`src/rtl/stack_cpu_pkg.sv`:
```
// Shared definitions for the stack CPU control sequencer: opcodes, FSM state
// encoding, ALU operation selects and trap codes.
package stack_cpu_pkg;

  localparam logic [5:0] OpNop  = 6'd0;
  localparam logic [5:0] OpPush = 6'd1;
  localparam logic [5:0] OpPop  = 6'd2;
  localparam logic [5:0] OpAdd  = 6'd3;
  localparam logic [5:0] OpSub  = 6'd4;
  localparam logic [5:0] OpDup  = 6'd5;
  localparam logic [5:0] OpJmp  = 6'd6;
  localparam logic [5:0] OpJz   = 6'd7;
  localparam logic [5:0] OpHalt = 6'd63;

  typedef enum logic [2:0] {
    StFetch,
    StLoad,
    StDecode,
    StPopB,
    StPopA,
    StExec,
    StHalt,
    StError
  } state_e;

  localparam logic [1:0] AluAdd   = 2'b00;
  localparam logic [1:0] AluSub   = 2'b01;
  localparam logic [1:0] AluPassA = 2'b10;

  localparam logic [1:0] ErrNone    = 2'b00;
  localparam logic [1:0] ErrUnder   = 2'b01;
  localparam logic [1:0] ErrOver    = 2'b10;
  localparam logic [1:0] ErrIllegal = 2'b11;

endpackage

```
`src/rtl/stack_cpu_ctrl.sv`:
```
// Multi-cycle control sequencer for the stack CPU.
// Fetches instruction words, decodes IR[31:26], sequences operand pops, the ALU
// and result pushes, tracks stack depth and traps on under/overflow and illegal
// opcodes.
// Ports:
//   clk_i, rst_ni                 clock, asynchronous active-low reset
//   imem_addr_o/imem_en_o/imem_data_i   instruction fetch (1-cycle read latency)
//   stk_push_o/stk_pop_o/stk_wdata_o/stk_tos_i   operand stack RAM interface
//   alu_op_o/alu_a_o/alu_b_o/alu_y_i     ALU interface (result combinational)
//   pc_o, depth_o, halted_o, error_o, err_code_o, retired_o   status
module stack_cpu_ctrl
  import stack_cpu_pkg::*;
#(
  parameter int unsigned DataW = 32,
  parameter int unsigned AddrW = 7,
  parameter int unsigned Depth = 16,
  localparam int unsigned DepthW = $clog2(Depth + 1)
) (
  input  logic              clk_i,
  input  logic              rst_ni,
  output logic [AddrW-1:0]  imem_addr_o,
  output logic              imem_en_o,
  input  logic [31:0]       imem_data_i,
  output logic              stk_push_o,
  output logic              stk_pop_o,
  output logic [DataW-1:0]  stk_wdata_o,
  input  logic [DataW-1:0]  stk_tos_i,
  output logic [1:0]        alu_op_o,
  output logic [DataW-1:0]  alu_a_o,
  output logic [DataW-1:0]  alu_b_o,
  input  logic [DataW-1:0]  alu_y_i,
  output logic [AddrW-1:0]  pc_o,
  output logic [DepthW-1:0] depth_o,
  output logic              halted_o,
  output logic              error_o,
  output logic [1:0]        err_code_o,
  output logic [31:0]       retired_o
);

  state_e            state_q, state_d;
  logic [AddrW-1:0]  pc_q, pc_d;
  logic [DepthW-1:0] depth_q, depth_d;
  logic [DataW-1:0]  a_q, a_d, b_q, b_d;
  logic [31:0]       ir_q, ir_d;
  logic              halted_q, halted_d, error_q, error_d;
  logic [1:0]        err_code_q, err_code_d;
  logic [31:0]       retired_q, retired_d;

  logic [5:0]        opcode;
  logic [DataW-1:0]  imm_sext;
  logic [AddrW-1:0]  target;
  logic              legal, need2, need1, grows;
  logic              unused_ir;

  assign opcode    = ir_q[31:26];
  assign imm_sext  = {{(DataW-16){ir_q[15]}}, ir_q[15:0]};
  assign target    = ir_q[AddrW-1:0];
  assign unused_ir = ^ir_q[25:16];

  // Stack requirements of the decoded opcode.
  always_comb begin
    legal = 1'b1;
    need2 = 1'b0;
    need1 = 1'b0;
    grows = 1'b0;
    case (opcode)
      OpNop, OpJmp, OpHalt: ;
      OpPush:               grows = 1'b1;
      OpPop, OpJz:          need1 = 1'b1;
      OpAdd, OpSub:         need2 = 1'b1;
      OpDup: begin
        need1 = 1'b1;
        grows = 1'b1;
      end
      default:              legal = 1'b0;
    endcase
  end

  always_comb begin
    case (opcode)
      OpAdd:   alu_op_o = AluAdd;
      OpSub:   alu_op_o = AluSub;
      default: alu_op_o = AluPassA;
    endcase
  end

  always_comb begin
    state_d     = state_q;
    pc_d        = pc_q;
    depth_d     = depth_q;
    a_d         = a_q;
    b_d         = b_q;
    ir_d        = ir_q;
    halted_d    = halted_q;
    error_d     = error_q;
    err_code_d  = err_code_q;
    retired_d   = retired_q;
    imem_en_o   = 1'b0;
    stk_push_o  = 1'b0;
    stk_pop_o   = 1'b0;
    stk_wdata_o = '0;

    case (state_q)
      StFetch: begin
        imem_en_o = 1'b1;
        state_d   = StLoad;
      end
      StLoad: begin
        ir_d    = imem_data_i;
        state_d = StDecode;
      end
      StDecode: begin
        // Trap priority: illegal, then underflow, then overflow.
        if (!legal) begin
          state_d    = StError;
          error_d    = 1'b1;
          err_code_d = ErrIllegal;
        end else if ((need2 && depth_q < DepthW'(2)) || (need1 && depth_q == '0)) begin
          state_d    = StError;
          error_d    = 1'b1;
          err_code_d = ErrUnder;
        end else if (grows && depth_q == DepthW'(Depth)) begin
          state_d    = StError;
          error_d    = 1'b1;
          err_code_d = ErrOver;
        end else begin
          state_d = need2 ? StPopB : StExec;
        end
      end
      StPopB: begin
        b_d       = stk_tos_i;
        stk_pop_o = 1'b1;
        depth_d   = depth_q - DepthW'(1);
        state_d   = StPopA;
      end
      StPopA: begin
        a_d       = stk_tos_i;
        stk_pop_o = 1'b1;
        depth_d   = depth_q - DepthW'(1);
        state_d   = StExec;
      end
      StExec: begin
        retired_d = retired_q + 32'd1;
        pc_d      = pc_q + AddrW'(1);
        state_d   = StFetch;
        case (opcode)
          OpPush: begin
            stk_push_o  = 1'b1;
            stk_wdata_o = imm_sext;
            depth_d     = depth_q + DepthW'(1);
          end
          OpDup: begin
            stk_push_o  = 1'b1;
            stk_wdata_o = stk_tos_i;
            depth_d     = depth_q + DepthW'(1);
          end
          OpAdd, OpSub: begin
            stk_push_o  = 1'b1;
            stk_wdata_o = alu_y_i;
            depth_d     = depth_q + DepthW'(1);
          end
          OpPop: begin
            stk_pop_o = 1'b1;
            depth_d   = depth_q - DepthW'(1);
          end
          OpJz: begin
            stk_pop_o = 1'b1;
            depth_d   = depth_q - DepthW'(1);
            if (stk_tos_i == '0) pc_d = target;
          end
          OpJmp:   pc_d = target;
          OpHalt: begin
            pc_d     = pc_q;
            halted_d = 1'b1;
            state_d  = StHalt;
          end
          default: ;
        endcase
      end
      StHalt, StError: ;
      default: state_d = StError;
    endcase
  end

  always_ff @(posedge clk_i or negedge rst_ni) begin
    if (!rst_ni) begin
      state_q    <= StFetch;
      pc_q       <= '0;
      depth_q    <= '0;
      a_q        <= '0;
      b_q        <= '0;
      ir_q       <= '0;
      halted_q   <= 1'b0;
      error_q    <= 1'b0;
      err_code_q <= ErrNone;
      retired_q  <= '0;
    end else begin
      state_q    <= state_d;
      pc_q       <= pc_d;
      depth_q    <= depth_d;
      a_q        <= a_d;
      b_q        <= b_d;
      ir_q       <= ir_d;
      halted_q   <= halted_d;
      error_q    <= error_d;
      err_code_q <= err_code_d;
      retired_q  <= retired_d;
    end
  end

  assign imem_addr_o = pc_q;
  assign pc_o        = pc_q;
  assign depth_o     = depth_q;
  assign alu_a_o     = a_q;
  assign alu_b_o     = b_q;
  assign halted_o    = halted_q;
  assign error_o     = error_q;
  assign err_code_o  = err_code_q;
  assign retired_o   = retired_q;

endmodule

```
`config.mk`:
```
export PLATFORM = sky130hd
export DESIGN_NAME = stack_cpu_ctrl
export DESIGN_NICKNAME = d
export VERILOG_FILES = /design/src/rtl/stack_cpu_pkg.sv /design/src/rtl/stack_cpu_ctrl.sv
export SDC_FILE = /design/constraint.sdc
export NUM_CORES = 1
export LEC_CHECK = 0
export CORE_MARGIN = 8
export CORE_UTILIZATION = 49
export CTS_BUF_LIST = sky130_fd_sc_hd__clkbuf_2
export CTS_CLUSTER_DIAMETER = 40
export DETAILED_ROUTE_END_ITERATION = 6
export HOLD_SLACK_MARGIN = 0.06
export PLACE_DENSITY = 0.88
export SLEW_MARGIN = 0
export SYNTH_ARGS = -nofsm -noshare
export SYNTH_HDL_FRONTEND = slang
export SYNTH_SLANG_ARGS = --single-unit
export TNS_END_PERCENT = 10
```
`constraint.sdc`:
```
create_clock -name clk_i -period 3.3 [get_ports clk_i]
set_input_delay 0.495 -clock clk_i [delete_from_list [all_inputs] [get_ports clk_i]]
set_output_delay 0.495 -clock clk_i [all_outputs]
set_load 0.01 [all_outputs]
```
==> impl_metrics.json <==
{
  "num_rows": 43,
  "synth-seq-cells": 137,
  "fin_nets": 944,
  "synthTopCellsByArea": "dfrtp_1 51%, mux2_2 17%, xnor2_1 4.0%, nor2_1 2.6%, a221oi_1 2.2%",
  "syn_nets": 688,
  "die_y_um": 133,
  "clk_latency_ps": 750,
  "synthArstFlopShare_pct": 100,
  "pwr_density_cell_mw_per_mm2": 827,
  "gp_congestion": 0.845,
  "avgViaCountPerCell": 5.87,
  "fill_cells": 912,
  "cp-start-kind": "flip-flop",
  "syn_avg_cell_area_um2": 11.5,
  "syn_inst": 585,
  "hold_path_class": "input pin to asynchronous set/reset pin",
  "multi_input_area_mm2": 0.00315,
  "grt.total_usage_pct": 25.5,
  "dpl-instance-area_mm2": 0.00937,
  "htree_levels": 4,
  "maxSlewViolCount": 0,
  "synth_edf_count": 0,
  "yosysSeqAreaShare_pct": 50.9,
  "fp.dieW_um": 133,
  "layout-drive-gt1-share_pct": 22.8,
  "cp.required_ps": 2800,
  "period_needed_ps": 3250,
  "status": "complete, no violations",
  "hpwlAfterDp_um": 16800,
  "crit_fanout": 17,
  "diodes": 0,
  "io_pins": 254,
  "min_period_over_period_pct": 98.4,
  "ctsRootBufferMaster": "clkbuf_2",
  "finalPower_mw": 8.06,
  "regArea_mm2": 0.00343,
  "dp.cells": 984,
  "drt_first_iter_violations": 373,
  "vias": 6065,
  "cts.clk_slew.worst_paths_ps": 190,
  "max_freq_ghz": 0.308,
  "cts_buffers": 17,
  "coreArea_mm2": 0.0137,
  "ant_nets": 0,
  "grt_max_degree": 73,
  "yosysTopAreaCellShare_pct": 50.9,
  "arrival_ps": 2750,
  "hold_violations": 0,
  "initial_core_util_pct": 49.2,
  "relSlewSlack_pct": 19.9,
  "wl_per_cell_um": 23.0,
  "yosys.area.top_type": "dfrtp_1",
  "critPathKind": "flip-flop to output port",
  "grt_pass1_vias": 6174,
  "cts.path.max_buffers": 2,
  "rsz0062_at_grt": "yes",
  "peakVddDrop_mv": 0.557,
  "finalNonFillerCells": 1034,
  "io_buffer_count": 243,
  "routed_wl_um": 23800,
  "leakage_nw": 3.99,
  "cts_tree": "yes",
  "antenna_found_initial": 0,
  "final_area_mm2": 0.00975,
  "end_kind": "output port",
  "cap_violations": 0,
  "dr.pass1.iters": 5,
  "syn-cell-area_mm2": 0.00673,
  "numClockSinks": 137,
  "worstMarginPinSlew_ps": 1190,
  "die_area_mm2": 0.0177,
  "drc": 0,
  "synth_cell_type_count": 56,
  "final-setup-viol-count": 0,
  "yosysWarnings": 0,
  "grt_first_pass_wirelength_um": 35300,
  "area_growth_pct": 44.8,
  "grt_overflow": 0,
  "fin_skew_ps": 33.7,
  "synth_ff_type": "dfrtp_1"
}
-- registers in the layout (all words and copies together) (netlist names) --
| signal | count |
|---|---|
| halted_o | 1 |
| state_q | 3 |
| depth_o | 5 |
| alu_a_o | 32 |
| err_code_o | 2 |
| imem_addr_o | 7 |
| retired_o | 32 |
| error_o | 1 |
| alu_b_o | 32 |
| ir_q | 22 |
-- cells by family after synthesis --
logic type / Yosys count / synth area share, %
compound gates: 73 / 8.20
xor+xnor: 38 / 4.95
fa+ha+maj: 5 / 0.930
buf+inv: 47 / 3.40
flops: 137 / 50.9
mux: 105 / 17.5
simple gates: 180 / 14.1
-- cells in the mapped netlist (all sizes together), types with 8 or more instances --
cell type,number
clkbuf,14
nand4,14
a221oi,17
mux2,101
nand2,32
inv,9
nor3,10
nor4,12
nor2,48
a22oi,15
buf,24
o21ai,12
nand3,23
dfrtp,137
and3,8
xnor2,31
-- cells in the final DEF (no fill, tap or decap), drive strengths merged, types with 3 or more instances in the layout --
cell / synthesis / layout
clkdlybuf4s50: 0 / 208
nand3: 23 / 23
xor2: 7 / 7
and4: 4 / 4
xnor2: 31 / 31
o21ai: 12 / 12
nor3b: 5 / 5
ha: 5 / 5
clkinv: 0 / 9
nand3b: 3 / 3
dlygate4sd2: 0 / 23
a22oi: 15 / 15
nor4: 12 / 12
or3: 6 / 6
mux2: 101 / 101
mux2i: 4 / 4
a221oi: 17 / 17
nand2: 32 / 32
clkbuf: 14 / 29
nand4: 14 / 14
a31oi: 3 / 3
and3: 8 / 8
buf: 24 / 30
o2111ai: 3 / 4
inv: 9 / 9
and2: 3 / 3
and3b: 3 / 3
dfrtp: 137 / 137
nor3: 10 / 10
a21oi: 7 / 7
nor2: 48 / 48
-- final timing paths --
check                                startpoint               to  slack [ps]  depth (start not counted)
min in group clk_i              imem_data_i[26]         ir_q[26]         330                          3
max in group asynchronous                rst_ni          ir_q[0]        2160                          3
worst max register to register       state_q[1]   imem_addr_o[6]         830                          6
worst max-delay path                   ir_q[29]  stk_wdata_o[25]          50                          7
worst min register to register         halted_o         halted_o         480                          1
worst min-delay path                     rst_ni    retired_o[19]         320                          2
-- area by class of cell --
class / instances / share of cell area [%]
multi-input combinational: 402 / 32.3
sequential: 137 / 35.2
timing repair buffer: 274 / 27.5
clock buffer: 19 / 0.976
tap: 180 / 2.31
inverter: 9 / 0.347
clock inverter: 13 / 1.34
-- per-layer routing --
layer  vias to the layer above  track usage (%)  share of wire (%)
met2                       378             42.0                 49
met1                      2985             28.1                 36
met3                        54             12.0                 12
li1                       2648                -                  -
met5                         -                0                  0
met4                         0             9.92                3.0
-- metrics by stage --
| stage | util [%] | setup WS, ps | hold WS [ps] | setup TNS (ps) |
|---|---|---|---|---|
| floorplan | - | 967 | 199 | 0 |
| global placement | 68.5 | 394 | 440 | 0 |
| detailed placement | 68.5 | 358 | 447 | 0 |
| CTS | 70.7 | -109 | 275 | -125 |
| global route | 71.3 | -63.0 | 249 | -378 |
| finish | 71.3 | 54.1 | 319 | 0 |
-- report_power, final --
part	switching [mW]	total, mW	internal (mW)
Clock	0.632	0.979	0.346
Sequential	0.611	2.98	2.37
Combinational	1.83	4.10	2.27
Total	3.07	8.06	4.99
-- critical path, stage by stage (launching register included) --
cell           delay [ps]
dfrtp_1               420
or3_4                 470
nor3_4                220
and2_1                180
buf_6                 190
a221oi_1              110
nor2_1                130
dlygate4sd2_1         300
-- what timing repair did --
| item | CTS | global route |
|---|---|---|
| resized for setup | 43 | 22 |
| pin swaps | 7 | 4 |
| gates cloned | 1 | 1 |
| setup buffers | 6 | 9 |
| endpoints found under the hold margin | 71 | 0 |
| setup endpoints to repair | 33 | 22 |
| hold buffers | 1 | 0 |
(Power assumes the default switching activity.)
